--- config.mk ---
export PLATFORM = sky130hd
export DESIGN_NAME = regfile_access_seq_flat
export DESIGN_NICKNAME = d
export VERILOG_FILES = /design/src/rtl/regfile_access_seq_pkg.sv /design/src/rtl/regfile_access_seq_if.sv /design/src/rtl/regfile_access_seq_scoreboard.sv /design/src/rtl/regfile_access_seq.sv /design/src/flat_wrapper.sv
export SDC_FILE = /design/constraint.sdc
export NUM_CORES = 1
export LEC_CHECK = 0
export CAP_MARGIN = 20
export CORE_MARGIN = 4
export CORE_UTILIZATION = 39
export DETAILED_ROUTE_END_ITERATION = 8
export GPL_TIMING_DRIVEN = 0
export PLACE_DENSITY_LB_ADDON = 0.1
export SLEW_MARGIN = 20
export SYNTH_ARGS = -nofsm -noshare
export SYNTH_HDL_FRONTEND = slang
export SYNTH_SLANG_ARGS = --single-unit
--- constraint.sdc ---
create_clock -name clk -period 5.66 [get_ports clk]
set_input_delay 1.698 -clock clk [delete_from_list [all_inputs] [get_ports clk]]
set_output_delay 1.698 -clock clk [all_outputs]
set_load 0.05 [all_outputs]
--- src/rtl/regfile_access_seq_pkg.sv ---
// Shared types and default sizes for the register-file access sequencer.
package regfile_seq_pkg;

   localparam int DW_DEF   = 32;
   localparam int AW_DEF   = 5;
   localparam int NREG_DEF = 32;

   typedef enum logic [1:0] {
      IDLE = 2'd0,
      READ = 2'd1,
      HOLD = 2'd2
   } state_t;

endpackage

--- src/rtl/regfile_access_seq_if.sv ---
// Bundle of the issue, writeback, operand and RegFile signals of the sequencer.
// master: the sequencer's view; slave: the surrounding pipeline/RegFile view.
interface regfile_access_seq_if #(
   parameter int DW = 32,
   parameter int AW = 5
);
   logic          iss_valid;
   logic          iss_ready;
   logic [AW-1:0] iss_rs1;
   logic [AW-1:0] iss_rs2;
   logic [AW-1:0] iss_rd;
   logic          iss_wen;
   logic          wb_valid;
   logic          wb_ready;
   logic [AW-1:0] wb_dr;
   logic [DW-1:0] wb_data;
   logic          op_valid;
   logic          op_ready;
   logic [DW-1:0] op_a;
   logic [DW-1:0] op_b;
   logic [AW-1:0] op_rd;
   logic          op_wen;
   logic          EN;
   logic          RD;
   logic          WR;
   logic [AW-1:0] rs1;
   logic [AW-1:0] rs2;
   logic [AW-1:0] DR;
   logic [DW-1:0] Data_in;
   logic [DW-1:0] BusA;
   logic [DW-1:0] BusB;
   logic          err_wb;

   modport master (
      input  iss_valid, iss_rs1, iss_rs2, iss_rd, iss_wen,
      input  wb_valid, wb_dr, wb_data, op_ready, BusA, BusB,
      output iss_ready, wb_ready, op_valid, op_a, op_b, op_rd, op_wen,
      output EN, RD, WR, rs1, rs2, DR, Data_in, err_wb
   );

   modport slave (
      output iss_valid, iss_rs1, iss_rs2, iss_rd, iss_wen,
      output wb_valid, wb_dr, wb_data, op_ready, BusA, BusB,
      input  iss_ready, wb_ready, op_valid, op_a, op_b, op_rd, op_wen,
      input  EN, RD, WR, rs1, rs2, DR, Data_in, err_wb
   );
endinterface

--- src/rtl/regfile_access_seq_scoreboard.sv ---
// Pending-destination scoreboard: one bit per register, set on issue,
// cleared on writeback; flags a writeback to a register that was not pending.
module regfile_scoreboard
   import regfile_seq_pkg::*;
#(
   parameter int AW   = AW_DEF,
   parameter int NREG = NREG_DEF
) (
   input  logic          clk,
   input  logic          rst,
   input  logic          set_en,
   input  logic [AW-1:0] set_addr,
   input  logic          clr_en,
   input  logic [AW-1:0] clr_addr,
   input  logic [AW-1:0] lk_a_addr,
   input  logic [AW-1:0] lk_b_addr,
   input  logic [AW-1:0] lk_c_addr,
   output logic          lk_a,
   output logic          lk_b,
   output logic          lk_c,
   output logic          err_wb
);

   logic [NREG-1:0] pending;
   logic [NREG-1:0] pending_nx;

   // Next pending vector: clear first so a same-cycle set on that register wins.
   always_comb begin
      pending_nx = pending;
      if (clr_en) pending_nx[clr_addr] = 1'b0;
      if (set_en) pending_nx[set_addr] = 1'b1;
   end

   // Pending bits and sticky error flag.
   always_ff @(posedge clk) begin
      if (rst) begin
         pending <= '0;
         err_wb  <= 1'b0;
      end else begin
         pending <= pending_nx;
         if (clr_en && !pending[clr_addr]) err_wb <= 1'b1;
      end
   end

   assign lk_a = pending[lk_a_addr];
   assign lk_b = pending[lk_b_addr];
   assign lk_c = pending[lk_c_addr];

endmodule

--- src/rtl/regfile_access_seq.sv ---
// Register-file access sequencer: issues operand reads into RegFile, forwards
// writebacks to it, and stalls issue on RAW/WAW hazards via a scoreboard.
// Optional build macro WB_FORWARD_EN lets an issue proceed alongside a
// writeback whose register is the only source of hazard, taking wb_data directly.
module regfile_access_seq
   import regfile_seq_pkg::*;
#(
   parameter int DW   = DW_DEF,
   parameter int AW   = AW_DEF,
   parameter int NREG = NREG_DEF
) (
   input  logic               clk,
   input  logic               rst,
   regfile_access_seq_if.master bus
);

   state_t        state;
   state_t        state_nx;
   logic          hz_rs1;
   logic          hz_rs2;
   logic          hz_rd;
   logic          hz;
   logic          blocked;
   logic          accept;
   logic [AW-1:0] rs1_q;
   logic [AW-1:0] rs2_q;
   logic          op_valid_q;
   logic [DW-1:0] op_a_q;
   logic [DW-1:0] op_b_q;
   logic [AW-1:0] op_rd_q;
   logic          op_wen_q;
   logic [DW-1:0] cap_a;
   logic [DW-1:0] cap_b;

   regfile_scoreboard #(.AW(AW), .NREG(NREG)) u_sb (
      .clk       (clk),
      .rst       (rst),
      .set_en    (accept & bus.iss_wen),
      .set_addr  (bus.iss_rd),
      .clr_en    (bus.wb_valid & ~rst),
      .clr_addr  (bus.wb_dr),
      .lk_a_addr (bus.iss_rs1),
      .lk_b_addr (bus.iss_rs2),
      .lk_c_addr (bus.iss_rd),
      .lk_a      (hz_rs1),
      .lk_b      (hz_rs2),
      .lk_c      (hz_rd),
      .err_wb    (bus.err_wb)
   );

   assign hz = hz_rs1 | hz_rs2 | (bus.iss_wen & hz_rd);

`ifdef WB_FORWARD_EN
   logic          fwd_a;
   logic          fwd_b;
   logic [DW-1:0] fwd_data;

   // A concurrent writeback only blocks issue if some hazard is on another register.
   always_comb begin
      blocked = hz;
      if (bus.wb_valid) begin
         blocked = (hz_rs1 & (bus.iss_rs1 != bus.wb_dr))
                 | (hz_rs2 & (bus.iss_rs2 != bus.wb_dr))
                 | (bus.iss_wen & hz_rd & (bus.iss_rd != bus.wb_dr));
      end
   end

   // Remember which sources bypass the RegFile read and the value they take.
   always_ff @(posedge clk) begin
      if (accept) begin
         fwd_a    <= bus.wb_valid & (bus.iss_rs1 == bus.wb_dr);
         fwd_b    <= bus.wb_valid & (bus.iss_rs2 == bus.wb_dr);
         fwd_data <= bus.wb_data;
      end
   end

   assign cap_a = fwd_a ? fwd_data : bus.BusA;
   assign cap_b = fwd_b ? fwd_data : bus.BusB;
`else
   // Writebacks own the RegFile port for the cycle, so they always block issue.
   always_comb begin
      blocked = hz | bus.wb_valid;
   end

   assign cap_a = bus.BusA;
   assign cap_b = bus.BusB;
`endif

   // State register.
   always_ff @(posedge clk) begin
      if (rst) state <= IDLE;
      else     state <= state_nx;
   end

   // Next state and issue acceptance.
   always_comb begin
      state_nx = state;
      accept   = 1'b0;
      case (state)
         IDLE: begin
            accept = bus.iss_valid & ~blocked & ~rst;
            if (accept) state_nx = READ;
         end
         READ:    state_nx = HOLD;
         HOLD:    if (bus.op_ready) state_nx = IDLE;
         default: state_nx = IDLE;
      endcase
   end

   // Operand register: tag latched at issue, data captured after the read, held until consumed.
   always_ff @(posedge clk) begin
      if (rst) begin
         op_valid_q <= 1'b0;
         op_a_q     <= '0;
         op_b_q     <= '0;
         op_rd_q    <= '0;
         op_wen_q   <= 1'b0;
      end else begin
         if (accept) begin
            op_rd_q  <= bus.iss_rd;
            op_wen_q <= bus.iss_wen;
         end
         if (state == READ) begin
            op_a_q     <= cap_a;
            op_b_q     <= cap_b;
            op_valid_q <= 1'b1;
         end else if (state == HOLD && bus.op_ready) begin
            op_valid_q <= 1'b0;
         end
      end
   end

   // Read addresses persist on the RegFile port between reads.
   always_ff @(posedge clk) begin
      if (accept) begin
         rs1_q <= bus.iss_rs1;
         rs2_q <= bus.iss_rs2;
      end
   end

   assign bus.EN        = ~rst;
   assign bus.wb_ready  = ~rst;
   assign bus.WR        = bus.wb_valid & ~rst;
   assign bus.DR        = bus.wb_dr;
   assign bus.Data_in   = bus.wb_data;
   assign bus.RD        = accept;
   assign bus.iss_ready = accept;
   assign bus.rs1       = accept ? bus.iss_rs1 : rs1_q;
   assign bus.rs2       = accept ? bus.iss_rs2 : rs2_q;
   assign bus.op_valid  = op_valid_q;
   assign bus.op_a      = op_a_q;
   assign bus.op_b      = op_b_q;
   assign bus.op_rd     = op_rd_q;
   assign bus.op_wen    = op_wen_q;

endmodule

--- src/flat_wrapper.sv ---
// flat-port wrapper written by rule: the top's interface ports become plain ports
module regfile_access_seq_flat import regfile_seq_pkg::*;
#(
   parameter int DW   = DW_DEF,
   parameter int AW   = AW_DEF,
   parameter int NREG = NREG_DEF
)
  (clk, rst, bus_iss_valid, bus_iss_rs1, bus_iss_rs2, bus_iss_rd, bus_iss_wen, bus_wb_valid, bus_wb_dr, bus_wb_data, bus_op_ready, bus_BusA, bus_BusB, bus_iss_ready, bus_wb_ready, bus_op_valid, bus_op_a, bus_op_b, bus_op_rd, bus_op_wen, bus_EN, bus_RD, bus_WR, bus_rs1, bus_rs2, bus_DR, bus_Data_in, bus_err_wb);
  regfile_access_seq_if #(.DW(DW), .AW(AW)) bus_i ();
  input  logic clk;
  input  logic rst;
  input wire logic [$bits(bus_i.iss_valid)-1:0] bus_iss_valid;
  input wire logic [$bits(bus_i.iss_rs1)-1:0] bus_iss_rs1;
  input wire logic [$bits(bus_i.iss_rs2)-1:0] bus_iss_rs2;
  input wire logic [$bits(bus_i.iss_rd)-1:0] bus_iss_rd;
  input wire logic [$bits(bus_i.iss_wen)-1:0] bus_iss_wen;
  input wire logic [$bits(bus_i.wb_valid)-1:0] bus_wb_valid;
  input wire logic [$bits(bus_i.wb_dr)-1:0] bus_wb_dr;
  input wire logic [$bits(bus_i.wb_data)-1:0] bus_wb_data;
  input wire logic [$bits(bus_i.op_ready)-1:0] bus_op_ready;
  input wire logic [$bits(bus_i.BusA)-1:0] bus_BusA;
  input wire logic [$bits(bus_i.BusB)-1:0] bus_BusB;
  output wire logic [$bits(bus_i.iss_ready)-1:0] bus_iss_ready;
  output wire logic [$bits(bus_i.wb_ready)-1:0] bus_wb_ready;
  output wire logic [$bits(bus_i.op_valid)-1:0] bus_op_valid;
  output wire logic [$bits(bus_i.op_a)-1:0] bus_op_a;
  output wire logic [$bits(bus_i.op_b)-1:0] bus_op_b;
  output wire logic [$bits(bus_i.op_rd)-1:0] bus_op_rd;
  output wire logic [$bits(bus_i.op_wen)-1:0] bus_op_wen;
  output wire logic [$bits(bus_i.EN)-1:0] bus_EN;
  output wire logic [$bits(bus_i.RD)-1:0] bus_RD;
  output wire logic [$bits(bus_i.WR)-1:0] bus_WR;
  output wire logic [$bits(bus_i.rs1)-1:0] bus_rs1;
  output wire logic [$bits(bus_i.rs2)-1:0] bus_rs2;
  output wire logic [$bits(bus_i.DR)-1:0] bus_DR;
  output wire logic [$bits(bus_i.Data_in)-1:0] bus_Data_in;
  output wire logic [$bits(bus_i.err_wb)-1:0] bus_err_wb;
  assign bus_i.iss_valid = bus_iss_valid;
  assign bus_i.iss_rs1 = bus_iss_rs1;
  assign bus_i.iss_rs2 = bus_iss_rs2;
  assign bus_i.iss_rd = bus_iss_rd;
  assign bus_i.iss_wen = bus_iss_wen;
  assign bus_i.wb_valid = bus_wb_valid;
  assign bus_i.wb_dr = bus_wb_dr;
  assign bus_i.wb_data = bus_wb_data;
  assign bus_i.op_ready = bus_op_ready;
  assign bus_i.BusA = bus_BusA;
  assign bus_i.BusB = bus_BusB;
  assign bus_iss_ready = bus_i.iss_ready;
  assign bus_wb_ready = bus_i.wb_ready;
  assign bus_op_valid = bus_i.op_valid;
  assign bus_op_a = bus_i.op_a;
  assign bus_op_b = bus_i.op_b;
  assign bus_op_rd = bus_i.op_rd;
  assign bus_op_wen = bus_i.op_wen;
  assign bus_EN = bus_i.EN;
  assign bus_RD = bus_i.RD;
  assign bus_WR = bus_i.WR;
  assign bus_rs1 = bus_i.rs1;
  assign bus_rs2 = bus_i.rs2;
  assign bus_DR = bus_i.DR;
  assign bus_Data_in = bus_i.Data_in;
  assign bus_err_wb = bus_i.err_wb;
  regfile_access_seq #(.DW(DW), .AW(AW), .NREG(NREG)) u_core (.clk(clk), .rst(rst), .bus(bus_i));
endmodule
; Yosys cells after proc, flatten, opt, wreduce, memory -nomap -nowiden
; Index checks and enable logic that the tools add are counted.
[word_totals]
out_inout_bits = 124
word_cells = 63
in_bits = 122
regBits = 116
[classes]
n_lt_le_gt_ge = 6
reduce_logical = 8
mux = 22
bitwise = 13
eq_ne = 4
[op_table]
columns = op, count
row1 = $mux 32, 2
row2 = $and 32x32->32, 1
row3 = $not 32->32, 1
row4 = $or 32x32->32, 1
row5 = $lt 5x6->1 const B, 4
row6 = $bmux 1 s5, 4
row7 = $demux 1 s5, 2
row8 = $ge 5x1->1 const B, 2
row9 = $mux 5, 2
row10 = $mux 1, 9
row11 = $pmux 2 s3, 1
row12 = $and 1x1->1, 5
row13 = $logic_and 1x1->1, 4
row14 = $mux 2, 2
row15 = $or 1x1->1, 3
row16 = $eq 2x1->1 const B, 1
row17 = $eq 2x2->1 const B, 1
row18 = $logic_not 2->1, 1
row19 = $ne 2x1->1 const B, 1
row20 = $ne 2x2->1 const B, 1
row21 = $not 1->1, 2
row22 = $reduce_and 2->1, 1
row23 = $reduce_bool 2->1, 1
row24 = $logic_not 1->1, 1

; Logic depth before layout (Yosys ltp)
; Gate-level depths: netlist (run 1).
[logic_depth]
word_depth = 11
mapped_depth = 10
depth_no_buf = 8

; Modules after synthesis
; From an unflattened synthesis (run 1), not the netlist that was laid out.
[unflattened]
hier_cells = 620
area_unflattened_um2 = 5625.4
[by_module_without_submodules]
columns = module, cells_per_inst, n_inst, area_per_inst_um2
row1 = regfile_access_seq, 381, 1, 3259.4
row2 = regfile_scoreboard, 239, 1, 2366.0

; Worst setup path after synthesis (run 1)
; OpenSTA, ideal clock, no wires.
[synth_timing]
path_kind = in2out
start = input bus_iss_rd[0]
end = output bus_iss_ready
arrival_ns = 4.270
required_ns = 3.962
path_slack_ns = -0.308
cell_stages = 10
path_cell_list = buf_4 > buf_2 > mux2i_1 > o21ai_0 > or3_1 > a2111o_1 > a21oi_1 > nand2_4 > inv_1 > buf_4
[synth_between]
elab_chain_cells = 9
[synth_lines]
columns = element, line_no
row1 = "start, declared", flat_wrapper.sv:15  ; input wire logic [$bits(bus_i.iss_rd)-1:0] bus_iss_rd;
row2 = $bmux 1 s5, regfile_access_seq_scoreboard.sv:47  ; assign lk_c = pending[lk_c_addr];
row3 = $mux 1 (not written as such), regfile_access_seq_scoreboard.sv:47
row4 = $and 1x1->1, regfile_access_seq.sv:51  ; assign hz = hz_rs1 | hz_rs2 | (bus.iss_wen & hz_rd);
row5 = $or 1x1->1, regfile_access_seq.sv:51
row6 = $or 1x1->1, regfile_access_seq.sv:82  ; blocked = hz | bus.wb_valid;
row7 = $not 1->1, regfile_access_seq.sv:101  ; accept = bus.iss_valid & ~blocked & ~rst;
row8 = $and 1x1->1 (2 in a row), regfile_access_seq.sv:101
row9 = $mux 1, regfile_access_seq.sv:99  ; case (state)
row10 = "end, declared", flat_wrapper.sv:23  ; output wire logic [$bits(bus_i.iss_ready)-1:0] bus_iss_ready;
; Every way passes these cells. The select of a mux whose other input is x is not followed.

; Final worst setup path (run 1)
[layout_timing]
start = input bus_iss_rd[3]
end = output bus_rs1[3]
[layout_between]
elab_chain_cells = 10
[layout_lines]
columns = element, line_no
row1 = $bmux 1 s5, regfile_access_seq_scoreboard.sv:47
row2 = $mux 1 (not written as such), regfile_access_seq_scoreboard.sv:47
row3 = $and 1x1->1, regfile_access_seq.sv:51
row4 = $or 1x1->1, regfile_access_seq.sv:51
row5 = $or 1x1->1, regfile_access_seq.sv:82
row6 = $not 1->1, regfile_access_seq.sv:101
row7 = $and 1x1->1 (2 in a row), regfile_access_seq.sv:101
row8 = $mux 1, regfile_access_seq.sv:99
row9 = $mux 5, regfile_access_seq.sv:148  ; assign bus.rs1 = accept ? bus.iss_rs1 : rs1_q;
row10 = "end, declared", flat_wrapper.sv:33  ; output wire logic [$bits(bus_i.rs1)-1:0] bus_rs1;
; Every way passes these cells. The select of a mux whose other input is x is not followed.

==> impl_metrics.py, run 1 <==
metrics = {
    "route": {
        "firstDrtPassIters": 5,
        "vias_per_cell": 5.382,
        "ant_nets": 0,
        "wl_per_cell_um": 18.25,
        "drc": 0,
        "vias": 5807,
        "routed_wl_um": 19690,
        "drt_iter0_markers": 438,
    },
    "critical_path": {
        "crit_chain": "clkdlybuf4s15_1 -> or3b_4 -> o22ai_1 -> or3_1 -> a2111o_1 -> a21oi_4 -> nand2_4 -> buf_12 -> mux2_4 -> buf_8",
        "crit_type": "input port to primary output",
        "critPathCaptureType": "primary output",
        "crit_buf_inv": 3,
        "cp.required_ns": 3.96,
        "crit_slowest_cell": "a2111o_1",
        "slowest_delay_ns": 0.48,
        "path_delay_family": "simple AND/OR/NAND/NOR gates",
        "worst_setup_path_start_kind": "input port",
        "critPathArrivalTime_ns": 4.05,
        "critical_path.max_fanout": 6,
    },
    "global_routing": {
        "grt_max_degree": 17,
        "grt_usage": 0.2303,
        "grt_pass1_vias": 5709,
        "antenna_found_initial": 0,
        "grt_pass1_wl_um": 30150,
        "gr-total-overflow": 0,
    },
    "synth": {
        "synth-seq-cells": 116,
        "syn_area_um2": 5713,
        "ys_types": 44,
        "synth_edf_count": 0,
        "async_flop_share": 0,
        "syn_nets": 767,
        "ys_dominant_reg_cell": "dfxtp_1",
        "seq_area_frac_synth": 0.4065,
        "netlist_instances": 645,
        "synth_area_per_cell_um2": 8.857,
        "synth_warnings": 0,
    },
    "place": {
        "hpwl_um": 15240,
        "place_congestion": 0.9279,
        "place_ws_ns": -1.412,
        "placement.io_buffers": 200,
    },
    "floorplanning": {
        "fp-row-count": 43,
        "die_width_um": 129.0,
        "die_height_um": 129.0,
        "initial_utilization": 0.4053,
        "io_pins": 246,
        "dieArea_um2": 16650,
        "core-area_um2": 14100,
    },
    "clocking": {
        "clk-insertion-delay-late_ns": 0.41,
        "cts_hold_buffers": 0,
        "cts_max_level": 4,
        "root_buffer": "clkbuf_16",
        "cts_tree": "built",
        "cts_sinks": 116,
        "clk_pin_slew_worst_paths_ns": 0.05,
        "cts-buffers-inserted": 17,
        "clock_path_buffers": 2,
    },
    "power": {
        "swShare": 0.2650,
        "seqPwrFrac": 0.328,
        "intPower_mw": 1.947,
        "power.leakage_nw": 3.272,
        "irDropWorstVdd_uv": 182.6,
        "p_sw_uw": 702.2,
        "p_clk_frac": 0.461,
        "cellPowerDensity_nw_per_um2": 296.3,
        "combPwrFrac": 0.210,
    },
    "sta": {
        "layout_min_cycle_time_ns": 5.752,
        "hold_viol": 0,
        "fin_crit_sh": 1.016,
        "relSlewSlack": 0.5682,
        "max_freq_mhz": 173.9,
        "clock_skew_ns": 0.008113,
        "tightest_slew_ns": 0.6463,
        "slew_violations": 0,
        "grt_setup_unrepaired": "true",
        "fin_ws_ns": -0.09192,
        "fin_tns_setup_ns": -0.6399,
        "setup_viol": 10,
    },
    "finish": {
        "regArea_um2": 2322,
        "fill_cells": 1166,
        "n_antenna_cell": 0,
        "area_growth_pct": 56.55,
        "multi_input_area_um2": 2924,
        "nets": 1008,
        "drive_gt1_frac": 0.1980,
    },
    "outcome": {
        "status": "finished with violations",
        "violations": "negative setup slack",
    },
    "worst_hold_path": {
        "holdCritPathClass": "flop to flop",
    },
    "job": {
        "maxCapViolCount": 0,
    },
}
==> worst reg2reg max path, cell delays in order, from the launching register on <==
cell and delay (ns):
dfxtp_1 0.38, mux4_2 0.48, and3b_1 0.17, a311oi_1 0.23
nand4_1 0.19, a2111oi_4 0.33, nand2_4 0.16, buf_4 0.17
buf_4 0.14, buf_2 0.19, o31ai_1 0.27
==> area by class of cell <==
class                      instances  area share
sequential                       116      0.2597
buffer                            88     0.06435
inverter                           7    0.003358
multi-input combinational        433      0.3269
timing repair buffer             223      0.2450
clock inverter                     8     0.02168
clock buffer                      24     0.05386
tap                              180     0.02518
==> power by group through the flow <==
stage	logic, mW	clock network, mW	registers, mW
3_5_place_dp	0.524	0	0.886
2_1_floorplan	0.278	0	0.937
4_1_cts	0.551	1.24	0.870
6_report	0.558	1.22	0.870
3_3_place_gp	0.519	0	0.884
5_1_grt	0.584	1.28	0.874
==> cell families (layout without fill, tap and decap cells) <==
family                 Yosys count  after routing  share of synthesized area
AND/OR/NAND/NOR                235            235                     0.1844
buffers and inverters           96            350                    0.09374
AO/OA/AOI/OAI                  147            147                     0.1634
flip-flops                     116            116                     0.4065
multiplexers                    51             51                     0.1520
==> registers in the layout, indices dropped and copies added (netlist names), 2 cells and up <==
| register | count |
|---|---|
| u_core.u_sb.pending | 32 |
| u_core.state | 2 |
| u_core.rs1_q | 5 |
| u_core.bus.op_rd | 5 |
| u_core.bus.op_b | 32 |
| u_core.rs2_q | 5 |
| u_core.bus.op_a | 32 |
==> metrics by stage <==
stage,hold WS (ns),area (µm²),util,std cells,power [mW]
after global placement,0.4428,7968,0.5652,1025,1.403
after global routing,0.4650,8944,0.6345,1079,2.734
after floorplan,0.4726,5741,-,645,1.215
after CTS,0.4484,8895,0.6310,1073,2.657
after detailed placement,0.4414,7968,0.5652,1025,1.410
final,0.4461,8944,0.6345,1079,2.650
==> cell usage after synthesis (2+ instances only) <==
master	count	share of area
nor3_1	5	0.0044
nand2_1	158	0.10
nand2b_1	5	0.0055
a211oi_1	2	0.0026
clkbuf_1	30	0.020
mux2_4	5	0.013
a31o_2	6	0.0092
or3b_2	2	0.0031
inv_1	6	0.0039
or2_2	2	0.0022
o211ai_1	16	0.021
buf_2	5	0.0044
mux4_2	26	0.10
o21ai_0	4	0.0035
mux2_2	6	0.012
nand3b_1	8	0.011
nand4_1	2	0.0022
or3_1	4	0.0044
and3_1	4	0.0044
buf_6	2	0.0039
nor2b_1	7	0.0077
dfxtp_1	116	0.41
buf_1	11	0.0072
a31oi_1	2	0.0022
mux2i_1	14	0.025
nor2_1	8	0.0053
o22ai_1	3	0.0033
nand3_1	22	0.019
a21oi_1	76	0.067
o31ai_1	32	0.042
nor3b_1	3	0.0039
buf_4	41	0.054
==> path summary, 6_finish.rpt <==
check,startpoint,end,slack (ns),cells past startpoint
setup / recovery,bus_iss_rd[3],bus_rs1[3],-0.09,10
hold / removal,u_core.u_sb.err_wb,u_core.u_sb.err_wb,0.45,2
setup reg to reg,u_core.u_sb.pending[3],u_core.u_sb.pending[22],2.84,10
hold reg to reg,u_core.u_sb.err_wb,u_core.u_sb.err_wb,0.45,2
==> cell usage in the layout, fill, tap and decap left out, drive strengths merged, types with 2 or more instances in the layout <==
master         netlist  final
buf                 59     94
bufinv               0      6
a21oi               76     76
clkdlybuf4s50        0    180
clkbuf              30     54
nand4                2      2
nand3               22     22
nor3b                3      3
mux2                11     11
o21ai                4      4
inv                  7      7
a31o                 6      6
o31ai               32     32
dlygate4sd2          0      6
and3                 4      4
nand3b               8      8
o211ai              16     16
a31oi                2      2
nor2                 8      8
nand2              159    159
nor2b                7      7
mux2i               14     14
or3                  4      4
nor3                 5      5
mux4                26     26
o22ai                3      3
dfxtp              116    116
or3b                 2      2
or2                  2      2
a211oi               2      2
nand2b               5      5
==> per-layer routing <==
layer | routed length [µm] | share of wire | track usage
met5 | 0 | 0 | 0
met2 | 9802 | 0.50 | 0.3979
met1 | 7836 | 0.40 | 0.2823
met3 | 1514 | 0.077 | 0.05111
met4 | 537 | 0.027 | 0.08400
==> repair_timing <==
action,CTS,global route
pin swaps,11,0
endpoints found under the setup margin,12,12
gates resized for setup,120,5
buffers inserted,17,6
Note: power is estimated with default switching activity, not from simulation.
==> run 2, diff against run 1 <==
--- a/config.mk
+++ b/config.mk
@@ -11,6 +11,7 @@
 export DETAILED_ROUTE_END_ITERATION = 8
 export GPL_TIMING_DRIVEN = 0
 export PLACE_DENSITY_LB_ADDON = 0.1
+export SKIP_CTS_REPAIR_TIMING = 1
 export SLEW_MARGIN = 20
 export SYNTH_ARGS = -nofsm -noshare
 export SYNTH_HDL_FRONTEND = slang
==> run 2 against run 1 <==
Against the previous run: the flow still finishes with violations (negative setup slack); largest cell class unchanged; count of clock-buffer cells in the layout unchanged; wire length increased by 0.67%; highest routed layer unchanged; sequential share of layout area decreased by 0.16 points; non-clock buffer count increased by 2; largest power group unchanged; first-iteration DRC count decreased by 3.7%; core utilization increased by 0.40 points; total power increased by 0.59%; die area unchanged; critical path type unchanged; register-to-register slack about the same; cell count increased by 0.19%.
==> impl_metrics.py, run 2 (same netlist as run 1, synthesis figures left out) <==
metrics = {
    "route": {
        "vias": 5854,
        "ant_nets": 0,
        "drc": 0,
        "drt_iter0_markers": 422,
        "routed_wl_um": 19820,
        "wl_per_cell_um": 18.34,
        "vias_per_cell": 5.415,
        "firstDrtPassIters": 5,
    },
    "outcome": {
        "violations": "negative setup slack",
        "status": "finished with violations",
    },
    "finish": {
        "regArea_um2": 2322,
        "layout_common_cells": "clkdlybuf4s50_1, nand2_1, dfxtp_1",
        "stdcell_count": 1081,
        "nets": 1010,
        "multi_input_area_um2": 2932,
        "area_growth_pct": 57.53,
        "fill_cells": 1155,
        "drive_gt1_frac": 0.1953,
        "n_antenna_cell": 0,
        "finalInstanceArea_um2": 9000,
        "layout_commonest_cell": "clkdlybuf4s50_1",
    },
    "sta": {
        "setup_viol": 10,
        "fin_ws_ns": -0.1848,
        "slew_violations": 0,
        "max_freq_mhz": 171.1,
        "clock_skew_ns": 0.007175,
        "fin_crit_sh": 1.033,
        "relSlewSlack": 0.5543,
        "layout_min_cycle_time_ns": 5.845,
        "grt_setup_unrepaired": "true",
        "hold_viol": 0,
        "tightest_slew_ns": 0.6671,
    },
    "place": {
        "place_congestion": 0.9279,
        "dp_cells": 1025,
        "placement.io_buffers": 200,
        "hpwl_um": 15240,
        "dpl_cell_area_um2": 7968,
    },
    "clocking": {
        "cts-buffers-inserted": 17,
        "clk_pin_slew_worst_paths_ns": 0.05,
        "clock_path_buffers": 2,
        "cts_tree": "built",
        "cts_max_level": 4,
        "root_buffer": "clkbuf_16",
        "clk-insertion-delay-late_ns": 0.41,
        "cts_sinks": 116,
    },
    "global_routing": {
        "grt_pass1_wl_um": 29680,
        "grt_pass1_vias": 5615,
        "antenna_found_initial": 0,
        "grt_max_degree": 17,
        "gr-total-overflow": 0,
        "grt_usage": 0.2269,
    },
    "critical_path": {
        "critical_path.max_fanout": 9,
        "critPathCaptureType": "primary output",
        "worst_setup_path_start_kind": "input port",
        "critPathArrivalTime_ns": 4.15,
        "cp.required_ns": 3.96,
        "crit_type": "input port to primary output",
    },
    "power": {
        "cellPowerDensity_nw_per_um2": 296.2,
        "intPower_mw": 1.956,
        "power.leakage_nw": 3.357,
        "combPwrFrac": 0.214,
        "seqPwrFrac": 0.327,
        "irDropWorstVdd_uv": 178.1,
        "swShare": 0.2660,
        "p_clk_frac": 0.460,
        "p_sw_uw": 708.9,
    },
    "floorplanning": {
        "core-area_um2": 14100,
        "fp-row-count": 43,
        "io_pins": 246,
        "die_height_um": 129.0,
        "die_width_um": 129.0,
        "dieArea_um2": 16650,
        "initial_utilization": 0.4053,
    },
    "worst_hold_path": {
        "holdCritPathClass": "flop to flop",
    },
    "job": {
        "maxCapViolCount": 0,
    },
}
run 2: changes by cell type in the layout (fill, tap and decap cells not counted), sizes merged:
cell           before  now
buf                94  100
clkbuf             54   49
clkdlybuf4s15       1    0
dlygate4sd2         6    0
dlymetal6s2s        0    8
run 2: metrics by stage:
step	hold slack (ns)	setup slack, ns	power (mW)	TNS, ns	utilization
after global routing	0.4650	-0.2805	2.747	-2.673	0.6385
after global placement	0.4428	-1.377	1.403	-15.26	0.5652
after floorplan	0.4726	0.004457	1.215	0	-
after CTS	0.4484	-1.408	2.632	-15.58	0.6132
after detailed placement	0.4414	-1.412	1.410	-15.62	0.5652
final	0.4462	-0.1848	2.665	-1.705	0.6385
run 2: worst max-delay path, cell delays in order:
cell and delay, ns:
buf_4 0.17, mux4_2 0.51, o21ai_0 0.22, nand2b_1 0.14, nand4_1 0.14, a2111oi_4 0.37, buf_6 0.19, nand2_8 0.08
buf_12 0.15, mux2_4 0.31, buf_8 0.15
run 2: layout make-up:
class / instances / area share
multi-input combinational: 433 / 0.3257
inverter: 7 / 0.003337
clock inverter: 8 / 0.02155
tap: 180 / 0.02502
sequential: 116 / 0.2580
timing repair buffer: 226 / 0.2507
buffer: 87 / 0.06214
clock buffer: 24 / 0.05352
run 2: path summary, 6_finish.rpt:
path,slack (ns),cells past startpoint,from,endpoint
min reg2reg,0.45,2,u_core.u_sb.err_wb,u_core.u_sb.err_wb
max,-0.18,11,bus_iss_rs2[1],bus_rs1[3]
max reg2reg,2.83,10,u_core.u_sb.pending[3],u_core.u_sb.pending[7]
min,0.45,2,u_core.u_sb.err_wb,u_core.u_sb.err_wb
run 2: layer usage:
metal | track usage | up-vias | wire (µm)
li1 | - | 2739 | -
met1 | 0.2778 | 2773 | 7923
met2 | 0.3887 | 294 | 9724
met3 | 0.05111 | 48 | 1550
met4 | 0.08894 | 0 | 625
met5 | 0 | - | 0
run 2: power groups by stage:
stage,Combinational (mW),Clock [mW],Sequential (mW)
floorplan,0.278,0,0.937
global placement,0.519,0,0.884
detailed placement,0.524,0,0.886
CTS,0.526,1.24,0.870
global route,0.595,1.28,0.874
finish,0.570,1.23,0.870
